File: src/rtl/crossbar_weight_loader.sv
// Streams packed pentary weight words into a crossbar tile, one cell write at a time.
// Cells are written row-major from (base_row, base_col) with 8-bit address wrap.
`timescale 1ns/1ps

// state   | meaning
// S_IDLE  | waiting for start
// S_FETCH | in_ready high, waiting for a weight word
// S_WAITX | holding the next digit until the crossbar is ready
// S_ISSUE | write_enable strobe for the current cell
// S_GAP   | strobe low, advance the cell offsets and the digit index
// S_DONE  | one-cycle completion pulse
module crossbar_weight_loader #(
  parameter int DIGITS_PER_WORD = 5
) (
  input  logic                         clk,
  input  logic                         reset,
  input  logic                         start,
  input  logic                         abort,
  input  logic [7:0]                   base_row,
  input  logic [7:0]                   base_col,
  input  logic [8:0]                   num_rows,
  input  logic [8:0]                   num_cols,
  input  logic                         in_valid,
  input  logic [3*DIGITS_PER_WORD-1:0] in_data,
  output logic                         in_ready,
  input  logic                         xbar_ready,
  output logic [7:0]                   write_row,
  output logic [7:0]                   write_col,
  output logic [2:0]                   write_data,
  output logic                         write_enable,
  output logic                         busy,
  output logic                         done,
  output logic [7:0]                   invalid_count
);

  localparam int WORD_W = 3 * DIGITS_PER_WORD;
  localparam int DIG_W  = (DIGITS_PER_WORD > 1) ? $clog2(DIGITS_PER_WORD) : 1;
  localparam logic [DIG_W-1:0] LAST_DIGIT = DIG_W'(DIGITS_PER_WORD - 1);
  localparam logic [2:0] CODE_ZERO = 3'b010;

  typedef enum logic [2:0] {
    S_IDLE,
    S_FETCH,
    S_WAITX,
    S_ISSUE,
    S_GAP,
    S_DONE
  } state_t;

  state_t state_q, state_d;

  logic [7:0]        base_row_q, base_row_d;
  logic [7:0]        base_col_q, base_col_d;
  logic [8:0]        num_rows_q, num_rows_d;
  logic [8:0]        num_cols_q, num_cols_d;
  logic [8:0]        row_off_q, row_off_d;
  logic [8:0]        col_off_q, col_off_d;
  logic [DIG_W-1:0]  digit_idx_q, digit_idx_d;
  logic [WORD_W-1:0] word_q, word_d;

  logic              in_ready_q, in_ready_d;
  logic              write_enable_q, write_enable_d;
  logic [7:0]        write_row_q, write_row_d;
  logic [7:0]        write_col_q, write_col_d;
  logic [2:0]        write_data_q, write_data_d;
  logic              busy_q, busy_d;
  logic              done_q, done_d;
  logic [7:0]        invalid_count_q, invalid_count_d;

  logic [WORD_W-1:0] word_shift;
  logic [2:0]        cur_digit;
  logic              digit_bad;
  logic              last_col;
  logic              last_row;
  logic              last_digit;

  assign word_shift = word_q >> (32'(digit_idx_q) * 32'd3);
  assign cur_digit  = word_shift[2:0];
  assign digit_bad  = (cur_digit > 3'd4);
  assign last_col   = (col_off_q == (num_cols_q - 9'd1));
  assign last_row   = (row_off_q == (num_rows_q - 9'd1));
  assign last_digit = (digit_idx_q == LAST_DIGIT);

  always_comb begin
    state_d         = state_q;
    base_row_d      = base_row_q;
    base_col_d      = base_col_q;
    num_rows_d      = num_rows_q;
    num_cols_d      = num_cols_q;
    row_off_d       = row_off_q;
    col_off_d       = col_off_q;
    digit_idx_d     = digit_idx_q;
    word_d          = word_q;
    write_row_d     = write_row_q;
    write_col_d     = write_col_q;
    write_data_d    = write_data_q;
    invalid_count_d = invalid_count_q;

    case (state_q)
      S_IDLE: begin
        if (start) begin
          base_row_d      = base_row;
          base_col_d      = base_col;
          num_rows_d      = num_rows;
          num_cols_d      = num_cols;
          row_off_d       = '0;
          col_off_d       = '0;
          digit_idx_d     = '0;
          invalid_count_d = '0;
          state_d = ((num_rows == 9'd0) || (num_cols == 9'd0)) ? S_DONE : S_FETCH;
        end
      end
      S_FETCH: begin
        if (in_valid && in_ready_q) begin
          word_d      = in_data;
          digit_idx_d = '0;
          state_d     = S_WAITX;
        end
      end
      S_WAITX: begin
        if (xbar_ready) state_d = S_ISSUE;
      end
      S_ISSUE: begin
        state_d = S_GAP;
      end
      S_GAP: begin
        if (last_col) begin
          col_off_d = '0;
          row_off_d = row_off_q + 9'd1;
        end else begin
          col_off_d = col_off_q + 9'd1;
        end
        // Finishing the tile mid-word simply drops the unused digits.
        if (last_col && last_row) begin
          state_d = S_DONE;
        end else if (last_digit) begin
          state_d = S_FETCH;
        end else begin
          digit_idx_d = digit_idx_q + DIG_W'(1);
          state_d     = S_WAITX;
        end
      end
      S_DONE: begin
        state_d = S_IDLE;
      end
      default: begin
        state_d = S_IDLE;
      end
    endcase

    if (abort && (state_q != S_IDLE)) state_d = S_IDLE;

    // Outputs are registered from the next state so they line up with state_q.
    in_ready_d     = (state_d == S_FETCH);
    write_enable_d = (state_d == S_ISSUE);
    busy_d         = (state_d != S_IDLE) && (state_d != S_DONE);
    done_d         = (state_d == S_DONE);

    if (state_d == S_ISSUE) begin
      write_row_d  = base_row_q + row_off_q[7:0];
      write_col_d  = base_col_q + col_off_q[7:0];
      write_data_d = digit_bad ? CODE_ZERO : cur_digit;
      if (digit_bad && (invalid_count_q != 8'hff)) begin
        invalid_count_d = invalid_count_q + 8'd1;
      end
    end
  end

  always_ff @(posedge clk or negedge reset) begin
    if (!reset) begin
      state_q         <= S_IDLE;
      base_row_q      <= '0;
      base_col_q      <= '0;
      num_rows_q      <= '0;
      num_cols_q      <= '0;
      row_off_q       <= '0;
      col_off_q       <= '0;
      digit_idx_q     <= '0;
      word_q          <= '0;
      in_ready_q      <= 1'b0;
      write_enable_q  <= 1'b0;
      write_row_q     <= '0;
      write_col_q     <= '0;
      write_data_q    <= CODE_ZERO;
      busy_q          <= 1'b0;
      done_q          <= 1'b0;
      invalid_count_q <= '0;
    end else begin
      state_q         <= state_d;
      base_row_q      <= base_row_d;
      base_col_q      <= base_col_d;
      num_rows_q      <= num_rows_d;
      num_cols_q      <= num_cols_d;
      row_off_q       <= row_off_d;
      col_off_q       <= col_off_d;
      digit_idx_q     <= digit_idx_d;
      word_q          <= word_d;
      in_ready_q      <= in_ready_d;
      write_enable_q  <= write_enable_d;
      write_row_q     <= write_row_d;
      write_col_q     <= write_col_d;
      write_data_q    <= write_data_d;
      busy_q          <= busy_d;
      done_q          <= done_d;
      invalid_count_q <= invalid_count_d;
    end
  end

  assign in_ready      = in_ready_q;
  assign write_enable  = write_enable_q;
  assign write_row     = write_row_q;
  assign write_col     = write_col_q;
  assign write_data    = write_data_q;
  assign busy          = busy_q;
  assign done          = done_q;
  assign invalid_count = invalid_count_q;

endmodule

File: config.mk
export PLATFORM = sky130hd
export DESIGN_NAME = crossbar_weight_loader
export DESIGN_NICKNAME = d
export VERILOG_FILES = /design/src/rtl/crossbar_weight_loader.sv
export SDC_FILE = /design/constraint.sdc
export NUM_CORES = 1
export LEC_CHECK = 0
export CAP_MARGIN = 10
export CORE_MARGIN = 4
export CORE_UTILIZATION = 55
export DETAILED_ROUTE_END_ITERATION = 12
export GPL_ROUTABILITY_DRIVEN = 0
export GPL_TIMING_DRIVEN = 0
export PLACE_DENSITY = 0.9
export RECOVER_POWER = 25
export SYNTH_ARGS = -nofsm -noshare
export SYNTH_HDL_FRONTEND = slang
export SYNTH_SLANG_ARGS = --single-unit
File: constraint.sdc
create_clock -name clk -period 4.5 [get_ports clk]
set_input_delay 0.9 -clock clk [delete_from_list [all_inputs] [get_ports clk]]
set_output_delay 0.9 -clock clk [all_outputs]
set_load 0.005 [all_outputs]
==> metrics.yaml <==
power:
  seq_power_share_pct: 39.8
  p_per_area_nw_per_um2: 560
  p_int_w: 0.00244
  combinationalPowerShare_pct: 44.6
  power.share.switching_pct: 36.7
  cellLeakagePower_nw: 2.96
  clkPwrFrac_pct: 15.6
  ir_drop_mv: 0.322
  p_switching_w: 0.00142
finish:
  layout-drive-gt1-share_pct: 12.7
  final_nets: 726
  fill_cells: 711
  syn_to_final_growth_pct: 22.1
  n_antenna_cell: 0
  finalCoreUtilization_pct: 69.9
  fin_area_um2: 6890
global_route:
  antenna_found_initial: 0
  grt_pass1_vias: 4492
  grt_util_all_layers_pct: 23.1
  grt_max_degree: 57
  grt-ovfl-total: 0
  grt_pass1_wl_um: 21900
placed_design:
  io_buffer_count: 85
  hpwl_um: 10000
  dpl_cell_area_um2: 6690
clock_network:
  htree_levels: 3
  clk_latency_ns: 0.36
  post_cts_buffers: 0
  cts_tree: "built"
  cts-root-buf: "clkbuf_8"
  cts-buffers-inserted: 9
  cts_resized: 0
  clock_sinks: 104
  clock_path_buffers: 2
  hold_buffers: 0
  cts.clk_slew.worst_paths_ns: 0.10
synthesis:
  ys_seq_area_share_pct: 46.1
  synth_most_common_cell: "dfrtp_1"
  synthCells: 551
  synth_top_area_share_pct: 45.7
  ys_warn_count: 0
  synthMuxAreaShare_pct: 9.84
  synthSimpleGateAreaFrac_pct: 15.6
  ys_async_sr_fraction_pct: 100
  synth.distinct_cells: 58
  synth_nets: 629
  yosys-top-cells-area: "dfrtp_1 (46%), mux2_2 (8.4%), xnor2_1 (5.0%), o21ai_0 (4.7%), ha_1 (4.7%)"
  ys.flop_type: "dfrtp_1"
  synth-seq-cells: 104
  synth_common_cells: "dfrtp_1 (103), nand2_1 (55), o21ai_0 (53)"
  syn_area_um2: 5640
  yosys.area_share.adder_pct: 5.36
  synth_compound_gate_area_share_pct: 12.6
  synth_top_family_by_area: "simple AND/OR/NAND/NOR gates"
  synth-xor-area-share_pct: 7.29
  synth-edff-count: 0
  avgSynthCellArea_um2: 10.2
  synth_top_area_cell: "dfrtp_1"
setup_path:
  slowest_stage: "clkbuf_1"
  required_ns: 4.76
  worst-setup-path-type: "in -> reg"
  path_cells: "clkdlybuf4s50_1, and3_1, o32ai_1, nand2_1, nor2_1, clkbuf_1, clkbuf_1, mux2_2"
  regToRegEndpoint: "base_row_q[4]"
  r2r_slack_ns: 1.60
  cp_common_cell: "clkbuf_1"
  critPathBufInv: 3
  cpPeakStageDelay_ns: 0.52
  end_kind: "flip-flop"
  crit_fanout: 10
  worstPathArrival_ns: 3.67
  crit_family: "buffers and inverters"
  startpoint_type: "primary input"
  regToRegStartpoint: "state_q[0]"
  reg2regPathDepth: 7
worst_hold_path:
  hold_depth: 2
  min_from: "write_col[6]"
  hp-class: "reg -> reg"
  whs_endpoint: "write_col[6]"
drt:
  drtAntennaViolNets: 0
  num_vias: 4493
  vias_per_cell: 5.72
  routed_wl_um: 13200
  wl_per_cell_um: 16.8
  drc: 0
  drt-pass1-iter-count: 4
  first_iter_violations: 201
floorplan:
  rows: 36
  die_w_um: 109
  ios: 86
  core-area_um2: 9860
  die_h_um: 109
  start_util_pct: 57.2
  dieArea_um2: 11900
run_status:
  violations: "capacitance limit, slew limit"
  status: "finished, violations left"
timing:
  min_period_ns: 3.41
  skew_ns: 0.0153
  maxSlewViolCount: 49
  rsz0062_at_grt: "false"
  worstMarginPinSlew_ns: 2.67
  hold_violations: 0
  fmax_mhz: 293
  final-setup-viol-count: 0
  slew-limit-headroom_pct: -78.2
  fin_crit_sh_pct: 75.8
run:
  drv_cap: 1
-- state kept, by name, indices dropped and copies added, names as in the netlist, 3 cells and up --
signal / count
row_off_q: 9
digit_idx_q: 3
invalid_count: 8
col_off_q: 9
base_row_q: 8
base_col_q: 8
num_rows_q: 9
write_data: 3
word_q: 15
state_q: 3
write_row: 8
write_col: 8
num_cols_q: 9
-- layout by cell type, fill, tap and decap left out, types with 4 or more instances in the layout --
cell type	count
a21o_1	11
a21oi_1	14
a31oi_1	5
and3_1	10
clkbuf_1	16
clkbuf_8	11
clkdlybuf4s50_1	84
dfrtp_1	103
ha_1	21
inv_1	27
mux2_2	42
nand2_1	55
nand2b_1	11
nand3_1	14
nand3b_1	4
nor2_1	38
nor2b_1	5
nor3_1	12
o21ai_0	53
o21ai_1	5
o31ai_1	4
xnor2_1	32
xor2_1	15
-- per-layer routing --
metal,track usage [%],vias to the layer above,share of wire [%]
li1,-,2124,-
met1,31.0,2226,43
met2,40.0,122,51
met3,3.46,21,4.3
met4,4.90,0,1.7
met5,0,-,0
-- tightest hold or removal path, stage by stage, from the launching register on --
cell	delay [ns]
dfrtp_1	0.35
nand2_1	0.04
o21ai_0	0.05
-- power groups by stage --
stage | clock, W | sequential (W) | combinational [W]
2_1_floorplan | 0 | 0.00149 | 0.00117
3_3_place_gp | 0 | 0.00153 | 0.00162
3_5_place_dp | 0 | 0.00155 | 0.00171
4_1_cts | 0.000610 | 0.00153 | 0.00173
5_1_grt | 0.000645 | 0.00158 | 0.00190
6_report | 0.000601 | 0.00154 | 0.00172
-- through the flow --
| stage | hold WS, ns | cells | setup WS, ns | TNS, ns | total power (W) |
|---|---|---|---|---|---|
| 2_1_floorplan | 0.466 | 551 | 1.75 | 0 | 0.00266 |
| 3_3_place_gp | 0.463 | 769 | -1.23 | -126.23 | 0.00314 |
| 3_5_place_dp | 0.470 | 770 | 0.756 | 0 | 0.00326 |
| 4_1_cts | 0.491 | 786 | 1.15 | 0 | 0.00387 |
| 5_1_grt | 0.513 | 786 | 0.995 | 0 | 0.00412 |
| 6_report | 0.484 | 786 | 1.09 | 0 | 0.00386 |
-- area by class of cell --
| class | count | area, µm² | area share (%) |
|---|---|---|---|
| Buffer | 18 | 75.1 | 1.09 |
| Clock inverter | 4 | 52.6 | 0.763 |
| Timing Repair Buffer | 86 | 872 | 12.7 |
| Tap cell | 133 | 166 | 2.42 |
| Sequential cell | 104 | 2600 | 37.8 |
| Multi-Input combinational cell | 402 | 2860 | 41.6 |
| Inverter | 27 | 101 | 1.47 |
| Clock buffer | 12 | 155 | 2.25 |
-- worst max path at each step --
stage	start	endpoint	slack, ns	depth (start not counted)
after floorplan	in_valid	invalid_count[5]	1.75	9
after global placement	reset	invalid_count[0]	-1.23	1
after detailed placement	in_valid	base_row_q[4]	0.76	8
after CTS	in_valid	base_row_q[4]	1.15	8
after global routing	reset	invalid_count[6]	0.99	1
final	in_valid	base_row_q[4]	1.09	8
-- cells by family after synthesis --
family,count (synthesis)
buf+inv,45
simple gates,172
flops,104
mux,46
xor+xnor,47
fa+ha+maj,23
compound gates,114
(Power assumes the default switching activity.)
